--- src/rtl/seq_op_pkg.sv ---
// ---------------------------------------------------------------------------
// seq_op_pkg
// Shared constants for the sequential operator-execution stage:
//   - opcode encodings (OP_ADD .. OP_SRA)
//   - FSM state encoding (ST_IDLE, ST_SHIFT, ST_DONE)
//   - is_shift_op() helper used by the top-level decode
//
// Flag meaning per opcode:
//   OP_ADD  : carry-out of a + b
//   OP_SUB  : borrow, i.e. a < b as unsigned
//   OP_EQ   : a == b (result is always zero)
//   OP_MAX3 : a strictly greater (signed) than both b and c
//   OP_ORN  : (|a) || !(|b)
//   OP_SHL  : last bit shifted out (0 when the shift amount is 0)
//   OP_SHR  : last bit shifted out (0 when the shift amount is 0)
//   OP_SRA  : last bit shifted out (0 when the shift amount is 0)
// ---------------------------------------------------------------------------
package seq_op_pkg;

    localparam logic [2:0] OP_ADD  = 3'd0;
    localparam logic [2:0] OP_SUB  = 3'd1;
    localparam logic [2:0] OP_EQ   = 3'd2;
    localparam logic [2:0] OP_MAX3 = 3'd3;
    localparam logic [2:0] OP_ORN  = 3'd4;
    localparam logic [2:0] OP_SHL  = 3'd5;
    localparam logic [2:0] OP_SHR  = 3'd6;
    localparam logic [2:0] OP_SRA  = 3'd7;

    localparam logic [1:0] ST_IDLE  = 2'd0;
    localparam logic [1:0] ST_SHIFT = 2'd1;
    localparam logic [1:0] ST_DONE  = 2'd2;

    // True for the three opcodes handled by the iterative shifter.
    function automatic logic is_shift_op(input logic [2:0] op);
        logic r;
        case (op)
            OP_SHL, OP_SHR, OP_SRA: r = 1'b1;
            default:                r = 1'b0;
        endcase
        return r;
    endfunction

endpackage

--- src/rtl/seq_op_comb.sv ---
// ---------------------------------------------------------------------------
// seq_op_comb
// Purely combinational evaluation of the single-cycle opcodes
// (ADD, SUB, EQ, MAX3, ORN). Shift opcodes return zero here; the iterative
// shifter in seq_op_unit handles them.
//
// Ports:
//   op   in  [2:0]   opcode (seq_op_pkg encodings)
//   a    in  [W-1:0] operand A (signed for MAX3)
//   b    in  [W-1:0] operand B
//   c    in  [W-1:0] operand C (MAX3 only)
//   res  out [W-1:0] operation result
//   flg  out         per-op status bit
//
// Build option: SAT_ARITH_EN -- when defined, ADD saturates to all-ones on
// carry and SUB clamps to zero on borrow; the flag still reports
// carry/borrow. When undefined both wrap modulo 2^W.
// ---------------------------------------------------------------------------
module seq_op_comb
    import seq_op_pkg::*;
#(
    parameter int W = 8
) (
    input  logic [2:0]   op,
    input  logic [W-1:0] a,
    input  logic [W-1:0] b,
    input  logic [W-1:0] c,
    output logic [W-1:0] res,
    output logic         flg
);

    logic [W:0]   sum_s;
    logic [W:0]   diff_s;
    logic         a_gt_b_s;
    logic         a_gt_c_s;
    logic [W-1:0] max_ab_s;
    logic [W-1:0] max_abc_s;

    // Extra top bit carries the carry-out / borrow.
    assign sum_s  = {1'b0, a} + {1'b0, b};
    assign diff_s = {1'b0, a} - {1'b0, b};

    assign a_gt_b_s  = ($signed(a) > $signed(b));
    assign a_gt_c_s  = ($signed(a) > $signed(c));
    assign max_ab_s  = a_gt_b_s ? a : b;
    assign max_abc_s = ($signed(max_ab_s) > $signed(c)) ? max_ab_s : c;

    // Opcode select for result and flag.
    always_comb begin
        res = {W{1'b0}};
        flg = 1'b0;
        case (op)
            OP_ADD: begin
`ifdef SAT_ARITH_EN
                res = sum_s[W] ? {W{1'b1}} : sum_s[W-1:0];
`else
                res = sum_s[W-1:0];
`endif
                flg = sum_s[W];
            end
            OP_SUB: begin
`ifdef SAT_ARITH_EN
                res = diff_s[W] ? {W{1'b0}} : diff_s[W-1:0];
`else
                res = diff_s[W-1:0];
`endif
                flg = diff_s[W];
            end
            OP_EQ: begin
                res = {W{1'b0}};
                flg = (a == b);
            end
            OP_MAX3: begin
                res = max_abc_s;
                flg = a_gt_b_s && a_gt_c_s;
            end
            OP_ORN: begin
                res = a | ~b;
                flg = (|a) || !(|b);
            end
            default: begin
                res = {W{1'b0}};
                flg = 1'b0;
            end
        endcase
    end

endmodule

--- src/rtl/seq_op_unit.sv ---
// ---------------------------------------------------------------------------
// seq_op_unit
// Sequential operator-execution stage. Accepts one operation per
// valid/ready request, evaluates it and holds the result on a valid/ready
// output until the consumer takes it. Single-cycle ops are evaluated by
// seq_op_comb; shifts run one bit per cycle in this module.
//
// Ports:
//   clk        in            rising-edge clock
//   rst_n      in            asynchronous active-low reset
//   in_valid   in            request present
//   in_ready   out           unit idle and able to accept
//   op         in  [2:0]     opcode (seq_op_pkg encodings)
//   a, b, c    in  [W-1:0]   operands (a/b/c signed for MAX3, a for SRA)
//   sh         in  [SHW-1:0] shift amount
//   out_valid  out           result present
//   out_ready  in            consumer accepts result
//   result     out [W-1:0]   operation result
//   flag       out           per-op status bit
//
// Build option: SAT_ARITH_EN (see seq_op_comb) selects saturating ADD/SUB.
// ---------------------------------------------------------------------------
module seq_op_unit
    import seq_op_pkg::*;
#(
    parameter int W   = 8,
    parameter int SHW = $clog2(W)
) (
    input  logic           clk,
    input  logic           rst_n,
    input  logic           in_valid,
    output logic           in_ready,
    input  logic [2:0]     op,
    input  logic [W-1:0]   a,
    input  logic [W-1:0]   b,
    input  logic [W-1:0]   c,
    input  logic [SHW-1:0] sh,
    output logic           out_valid,
    input  logic           out_ready,
    output logic [W-1:0]   result,
    output logic           flag
);

    logic [1:0]     state_q,  state_d;
    logic [W-1:0]   result_q, result_d;
    logic           flag_q,   flag_d;
    logic [W-1:0]   shreg_q,  shreg_d;
    logic [SHW-1:0] cnt_q,    cnt_d;
    logic [2:0]     op_q,     op_d;

    logic [W-1:0]   comb_res_s;
    logic           comb_flg_s;
    logic [W:0]     step_s;

    // One shift step: returns {bit shifted out, shifted value}.
    function automatic logic [W:0] shift_step(input logic [2:0]   kind,
                                              input logic [W-1:0] v);
        logic [W:0] r;
        case (kind)
            OP_SHL:  r = {v[W-1], v[W-2:0], 1'b0};
            OP_SHR:  r = {v[0], 1'b0, v[W-1:1]};
            OP_SRA:  r = {v[0], v[W-1], v[W-1:1]};
            default: r = {1'b0, v};
        endcase
        return r;
    endfunction

    seq_op_comb #(
        .W (W)
    ) u_comb (
        .op  (op),
        .a   (a),
        .b   (b),
        .c   (c),
        .res (comb_res_s),
        .flg (comb_flg_s)
    );

    assign step_s = shift_step(op_q, shreg_q);

    // Both handshake signals are pure state decodes, so out_ready has no
    // combinational path to in_ready.
    assign in_ready  = (state_q == ST_IDLE);
    assign out_valid = (state_q == ST_DONE);
    assign result    = result_q;
    assign flag      = flag_q;

    // Next-state and datapath update for accept, shift iteration and drain.
    always_comb begin
        state_d  = state_q;
        result_d = result_q;
        flag_d   = flag_q;
        shreg_d  = shreg_q;
        cnt_d    = cnt_q;
        op_d     = op_q;
        case (state_q)
            ST_IDLE: begin
                if (in_valid) begin
                    op_d = op;
                    if (!is_shift_op(op)) begin
                        state_d  = ST_DONE;
                        result_d = comb_res_s;
                        flag_d   = comb_flg_s;
                    end else if (sh == {SHW{1'b0}}) begin
                        state_d  = ST_DONE;
                        result_d = a;
                        flag_d   = 1'b0;
                    end else begin
                        state_d = ST_SHIFT;
                        shreg_d = a;
                        cnt_d   = sh;
                    end
                end else begin
                    state_d = ST_IDLE;
                end
            end
            ST_SHIFT: begin
                shreg_d = step_s[W-1:0];
                cnt_d   = cnt_q - SHW'(1);
                // Counter reaches zero on this edge: publish the final step.
                if (cnt_q == SHW'(1)) begin
                    state_d  = ST_DONE;
                    result_d = step_s[W-1:0];
                    flag_d   = step_s[W];
                end else begin
                    state_d = ST_SHIFT;
                end
            end
            ST_DONE: begin
                if (out_ready) begin
                    state_d = ST_IDLE;
                end else begin
                    state_d = ST_DONE;
                end
            end
            default: begin
                state_d = ST_IDLE;
            end
        endcase
    end

    // State and datapath registers; reset aborts any operation in flight.
    always_ff @(posedge clk or negedge rst_n) begin
        if (!rst_n) begin
            state_q  <= ST_IDLE;
            result_q <= {W{1'b0}};
            flag_q   <= 1'b0;
            shreg_q  <= {W{1'b0}};
            cnt_q    <= {SHW{1'b0}};
            op_q     <= OP_ADD;
        end else begin
            state_q  <= state_d;
            result_q <= result_d;
            flag_q   <= flag_d;
            shreg_q  <= shreg_d;
            cnt_q    <= cnt_d;
            op_q     <= op_d;
        end
    end

endmodule

--- config.mk ---
export PLATFORM = sky130hd
export DESIGN_NAME = seq_op_unit
export DESIGN_NICKNAME = d
export VERILOG_FILES = /design/src/rtl/seq_op_pkg.sv /design/src/rtl/seq_op_comb.sv /design/src/rtl/seq_op_unit.sv
export SDC_FILE = /design/constraint.sdc
export NUM_CORES = 1
export LEC_CHECK = 0
export ABC_AREA = 1
export CORE_MARGIN = 10
export CORE_UTILIZATION = 35
export CTS_BUF_LIST = sky130_fd_sc_hd__clkbuf_2
export DETAILED_ROUTE_END_ITERATION = 16
export GPL_ROUTABILITY_DRIVEN = 0
export SLEW_MARGIN = 20
export SYNTH_ARGS = -nofsm -noshare
export SYNTH_HDL_FRONTEND = slang
export SYNTH_SLANG_ARGS = --single-unit
--- constraint.sdc ---
create_clock -name clk -period 1.6 [get_ports clk]
set_clock_uncertainty 0.1 [all_clocks]
set_input_delay 0.32 -clock clk [delete_from_list [all_inputs] [get_ports clk]]
set_output_delay 0.32 -clock clk [all_outputs]
set_load 0.02 [all_outputs]
Word-level counts from Yosys, hierarchy flattened
Cells that the tools add are included.
Storage, ports and cells
  word-level logic and storage cells: 78
  output and inout port bits: 11
  bits in registers: 25
Cells by class
  bitwise operators: 2
  equal/unequal tests: 19
  magnitude comparators: 3
  multiplexer cells: 32
  reduce and logical (&&, ||, !) cells: 13
  add/sub/neg operators: 3
Operator list (count)
  8-bit two-way mux: 9
  8-bit one-hot mux with 2 select lines: 2
  8-bit one-hot mux with 4 select lines: 1
  9-bit one-hot mux with 3 select lines: 1
  8-bit greater-than comparator: 3
  3-bit == test (second input constant): 7
  8-bit OR reduction: 2
  2-bit two-way mux: 5
  8-bit by 8-bit adder with 9-bit output: 1
  3-bit two-way mux: 3
  8-bit by 8-bit subtractor with 9-bit output: 1
  8-bit == test: 1
  8-bit inverter: 1
  8-bit OR: 1
  4-bit AND reduction: 2
  1-bit two-way mux: 7
  3-bit by 1-bit == test with 1-bit output (second input constant): 2
  3-bit by 2-bit == test with 1-bit output (second input constant): 2
  3-bit logical NOT: 2
  2-bit inequality test (second input constant): 3
  2-bit one-hot mux with 3 select lines: 1
  3-bit one-hot mux with 2 select lines: 1
  1-bit one-hot mux with 5 select lines: 1
  3-bit by 2-bit inequality test with 1-bit output (second input constant): 1
  12 further kinds: 12

Logic depth before layout (Yosys ltp)
  depth after elaboration: 8
  mapped depth: 30

Modules after synthesis
A second synthesis with hierarchy kept.
Second synthesis, totals
  cells, all modules: 562
  area, all modules: 3493.4 µm²
Modules (own cells, without submodules)
  seq_op_comb: seq. area each 0.0 µm², instances 1, area each 1803.0 µm², cells an instance 318
  seq_op_unit: seq. area each 625.6 µm², instances 1, area each 1690.4 µm², cells an instance 244

Worst setup path before layout
No wires, ideal clock.
  kind: input to register
  start point: input port a[0]
  end point: register result_q[7] (netlist: result[7])
  setup time: 0.120 ns
  stages: 27
  slack: -1.690 ns
  buffers on the path: 1
  data arrival time: 3.070 ns
  path through: inv_1 > ha_1 > inv_1 > fa_1 > nand2_1 > nand2_1 > nand3_2 > nand2_1 > nand2_1 > nand2_2 > nand2_4 > buf_8 > nand2_4 > nand2_2 > inv_1 > ha_1 > a21o_1 > nor2_1 > nand2_1 > nand2_1 > nand3_2 > inv_1 > nand2_1 > nand2_1 > nand3_1 > nand2_1 > a21oi_2
On the way
  cells in the longest elaborated chain, start to end: 8
  elaborated cells on any way between the ends: 10
Ends and longest elaborated chain
  start: declaration: RTL line seq_op_unit.sv:34  | input logic [W-1:0] a,
  8-bit greater-than comparator: RTL line seq_op_comb.sv:43  | assign a_gt_b_s = ($signed(a) > $signed(b));
  8-bit two-way mux: RTL line seq_op_comb.sv:45  | assign max_ab_s = a_gt_b_s ? a : b;
  8-bit greater-than comparator: RTL line seq_op_comb.sv:46  | assign max_abc_s = ($signed(max_ab_s) > $signed(c)) ? max_ab_s : c;
  8-bit two-way mux: RTL line seq_op_comb.sv:46
  8-bit one-hot mux with 4 select lines *: RTL line seq_op_comb.sv:52  | case (op)
  8-bit two-way mux *: RTL line seq_op_unit.sv:100  | if (!is_shift_op(op)) begin
  8-bit two-way mux *: RTL line seq_op_unit.sv:98  | if (in_valid) begin
  8-bit one-hot mux with 2 select lines *: RTL line seq_op_unit.sv:96  | case (state_q)
  end signal: assignment: RTL line seq_op_unit.sv:146  | result_q <= {W{1'b0}};
  end signal: assignment: RTL line seq_op_unit.sv:153  | result_q <= result_d;
  end: declaration: RTL line seq_op_unit.sv:45  | logic [W-1:0] result_q, result_d;
Every way passes the cells marked *; elsewhere a longest branch is shown, timed or not. The select of a mux whose other input is x is not followed.
A chain may end at the register's enable or synchronous reset.

Worst setup path after layout
  start point: input port b[3]
  end point: register result_q[2] (netlist: result[2])
On the way
  cells in the longest elaborated chain, start to end: 8
Ends and longest elaborated chain
  start: declaration: RTL line seq_op_unit.sv:35  | input logic [W-1:0] b,
  8-bit greater-than comparator: RTL line seq_op_comb.sv:43
  8-bit two-way mux *: RTL line seq_op_comb.sv:45
  8-bit greater-than comparator: RTL line seq_op_comb.sv:46
  8-bit two-way mux *: RTL line seq_op_comb.sv:46
  8-bit one-hot mux with 4 select lines *: RTL line seq_op_comb.sv:52
  8-bit two-way mux *: RTL line seq_op_unit.sv:100
  8-bit two-way mux *: RTL line seq_op_unit.sv:98
  8-bit one-hot mux with 2 select lines *: RTL line seq_op_unit.sv:96
Marks and branches as above.

==> run metrics <==
Final Hold Viols=0; Least-Margin Pin Slew=0.519 ns; failing checks=setup timing; vias=4,007; H-tree level count=1; status=finished with violations; Critical Path Sink Type=flop; GRT Overall Usage=0.168; Leakage=2.61 nW; Final period util=1.90; worst r2r path cells=7; Clock Root Buffer=clkbuf_2; WP data required=1.82 ns; Syn Inst Count=488; Die Ht=116 µm; CP arrival=3.26 ns; via/cell ratio=5.21; synth unique cells=47; internal power=2.92 mW; Core Box Area=0.00881 mm²; post-DP HPWL=8900 µm; number of global-route vias before repair=3,920; post-synthesis sequential area ratio=0.195; pwr/cell area=1060 mW/mm²; setup ws final=-1.44 ns; net count after synthesis=566; Max FO, Critical Path=8; most common cell after layout, fill and taps aside=buf_4; Setup-failing EPs final=14; commonest non-fill, non-tap cells in the layout=118 x buf_4, 84 x nand2_1, 60 x inv_1; FF+latch count, synth=25; clk sinks=25; slew margin rel.=0.650; yosys warns=0; Cell Rows=34; Comb power frac=0.746; Area after DPL=0.00453 mm²; Post-Route Utilization=0.601; worst-skew pair later-pin latency=0.36 ns; DR WL/cell=15.4 µm; CP Class=in -> reg; port buffer count=44; post-layout power=5.60 mW; pin count of the biggest net entering global routing=26; # Max-Cap Violations=0; Inserted Clock Buffers=3; CTS clk-pin slew, worst paths=0.27 ns; Tmin final=3.04 ns; Post-Syn Area=0.00320 mm²; diode count=0; Final Slew Violations=0; first-pass GRT wire length=18,500 µm; Post-DRT Antenna Nets=0; Die X=116 µm; nets=740; 1st-iter DRT viols=239; syn_area_per_cell=6.56 µm²; initial antenna violation count=0; fmax=329 MHz; Area Overhead vs Synth=65.1%; switching power=2.68 mW; clk buf depth=2; starting density of the core=0.364; CTS tree=done; type of the worst min-delay path=in -> async; cts hold-fix bufs=0; dpl ws=-2.28 ns; Pre-antenna DRT Iters=6; Routed WL=11,900 µm; clock network fraction of design power=0.047; die area=0.0134 mm²; sw frac=0.478; RSZ-0062 raised after global routing=yes; Remaining DRCs=0; final non-filler cell area=0.00529 mm²; fraction of layout cells with a size suffix above 1=0.421; Startpoint Class=primary input; GR Overflow Total=0; IR drop worst, VDD=0.000509 V; # IOs=45; Flop pwr share=0.207
[repair_timing]
item                       4_1_cts  5_1_grt
gates resized for setup        102      105
cloned                           3        1
setup endpoints to repair       25       29
setup buffers                   16       18
pin swaps                       26       55
[sequential cells by signal, summed over array words and instances (netlist names)]
signal	cells
cnt_q	3
flag	1
op_q	3
result	8
shreg_q	8
state_q	2
[stage by stage]
step                TNS (ns)  hold slack, ns  std cells
floorplan             -11.26         -0.0756        488
global placement      -23.16           0.397        729
detailed placement    -24.19           0.404        729
CTS                   -11.36           0.162        752
global route          -13.56           0.153        769
finish                -12.00           0.172        769
[critical path, stage by stage]
cell	delay (ns)
clkdlybuf4s15_1	0.24
inv_1	0.12
ha_1	0.23
inv_1	0.08
nand2_1	0.09
nand3_2	0.11
nand2_1	0.11
nand2_2	0.07
nand2_4	0.14
nand2_8	0.11
o21ai_4	0.19
inv_2	0.07
ha_4	0.25
nand2_2	0.08
inv_2	0.04
buf_4	0.11
nand4_1	0.15
buf_4	0.16
nand3_4	0.10
a21oi_2	0.16
nand2_1	0.08
nand2_1	0.07
nand2_1	0.05
a21oi_1	0.13
[worst paths after layout]
| check | from | to | slack, ns |
|---|---|---|---|
| min in group clk | a[3] | shreg_q[3] | 0.27 |
| max | b[3] | result[2] | -1.44 |
| min | rst_n | shreg_q[3] | 0.17 |
| max reg2reg | state_q[1] | shreg_q[7] | -0.10 |
| min reg2reg | op_q[2] | op_q[2] | 0.45 |
| max in group asynchronous | rst_n | state_q[0] | 0.97 |
[metal layers]
| metal | vias to the layer above | track usage | routed length, µm |
|---|---|---|---|
| met5 | - | 0 | 0 |
| met4 | 0 | 0.0617 | 394 |
| met3 | 31 | 0.0181 | 686 |
| met2 | 145 | 0.302 | 6090 |
| met1 | 1875 | 0.201 | 4700 |
| li1 | 1956 | - | - |
[logic make-up (layout without fill, tap and decap cells)]
family                     after synthesis  count (layout)  synth area share
AOI/OAI and AO/OA                      104             104             0.205
xor gates and xnor gates                 2               2           0.00547
adders and majority gates               44              44             0.177
buffers and inverters                   92             263             0.119
DFF                                     25              25             0.195
muxes                                    1               1           0.00352
and+or+nand+nor                        220             222             0.295
[cell type report]
class,count,area [µm²]
Timing Repair Buffer,176,1450
Inverter,82,335
Clock buffer,3,15.0
Timing Repair inverter,1,7.51
Clock inverter,1,7.51
Tap cell,108,135
Multi-Input combinational cell,373,2710
Fill cell,779,3520
Sequential cell,25,627
[synth_stat cells (all sizes together)]
library cell | n | area (µm²)
nand3 | 20 | 110
nand4 | 6 | 37.5
clkinv | 1 | 3.75
xnor2 | 1 | 8.76
o21ai | 29 | 164
clkbuf | 2 | 8.75
o311ai | 1 | 8.76
o32ai | 1 | 8.76
a31oi | 4 | 25.0
o211ai | 4 | 30.0
a221oi | 2 | 17.5
o21bai | 2 | 15.0
or2 | 4 | 25.0
nor4 | 2 | 12.5
o22ai | 3 | 18.8
inv | 81 | 304
xor2 | 1 | 8.76
a21oi | 38 | 209
a22oi | 1 | 7.51
o21a | 1 | 7.51
a21o | 2 | 15.0
and2 | 1 | 6.26
a311oi | 1 | 8.76
ha | 42 | 526
nor2 | 62 | 243
dfrtp | 25 | 626
fa | 2 | 40.0
o221ai | 7 | 61.3
nor3 | 8 | 40.0
o31ai | 8 | 60.1
mux2 | 1 | 11.3
nand2 | 117 | 472
buf | 8 | 63.8
[power groups by stage]
| stage | sequential (mW) | clock [mW] | combinational (mW) |
|---|---|---|---|
| 5_1_grt | 1.19 | 0.295 | 4.54 |
| 3_5_place_dp | 1.17 | 0 | 3.26 |
| 3_3_place_gp | 1.16 | 0 | 3.20 |
| 2_1_floorplan | 1.27 | 0 | 1.78 |
| 4_1_cts | 1.14 | 0.275 | 3.52 |
| 6_report | 1.16 | 0.266 | 4.18 |
Note: power is estimated with default switching activity, not from simulation.
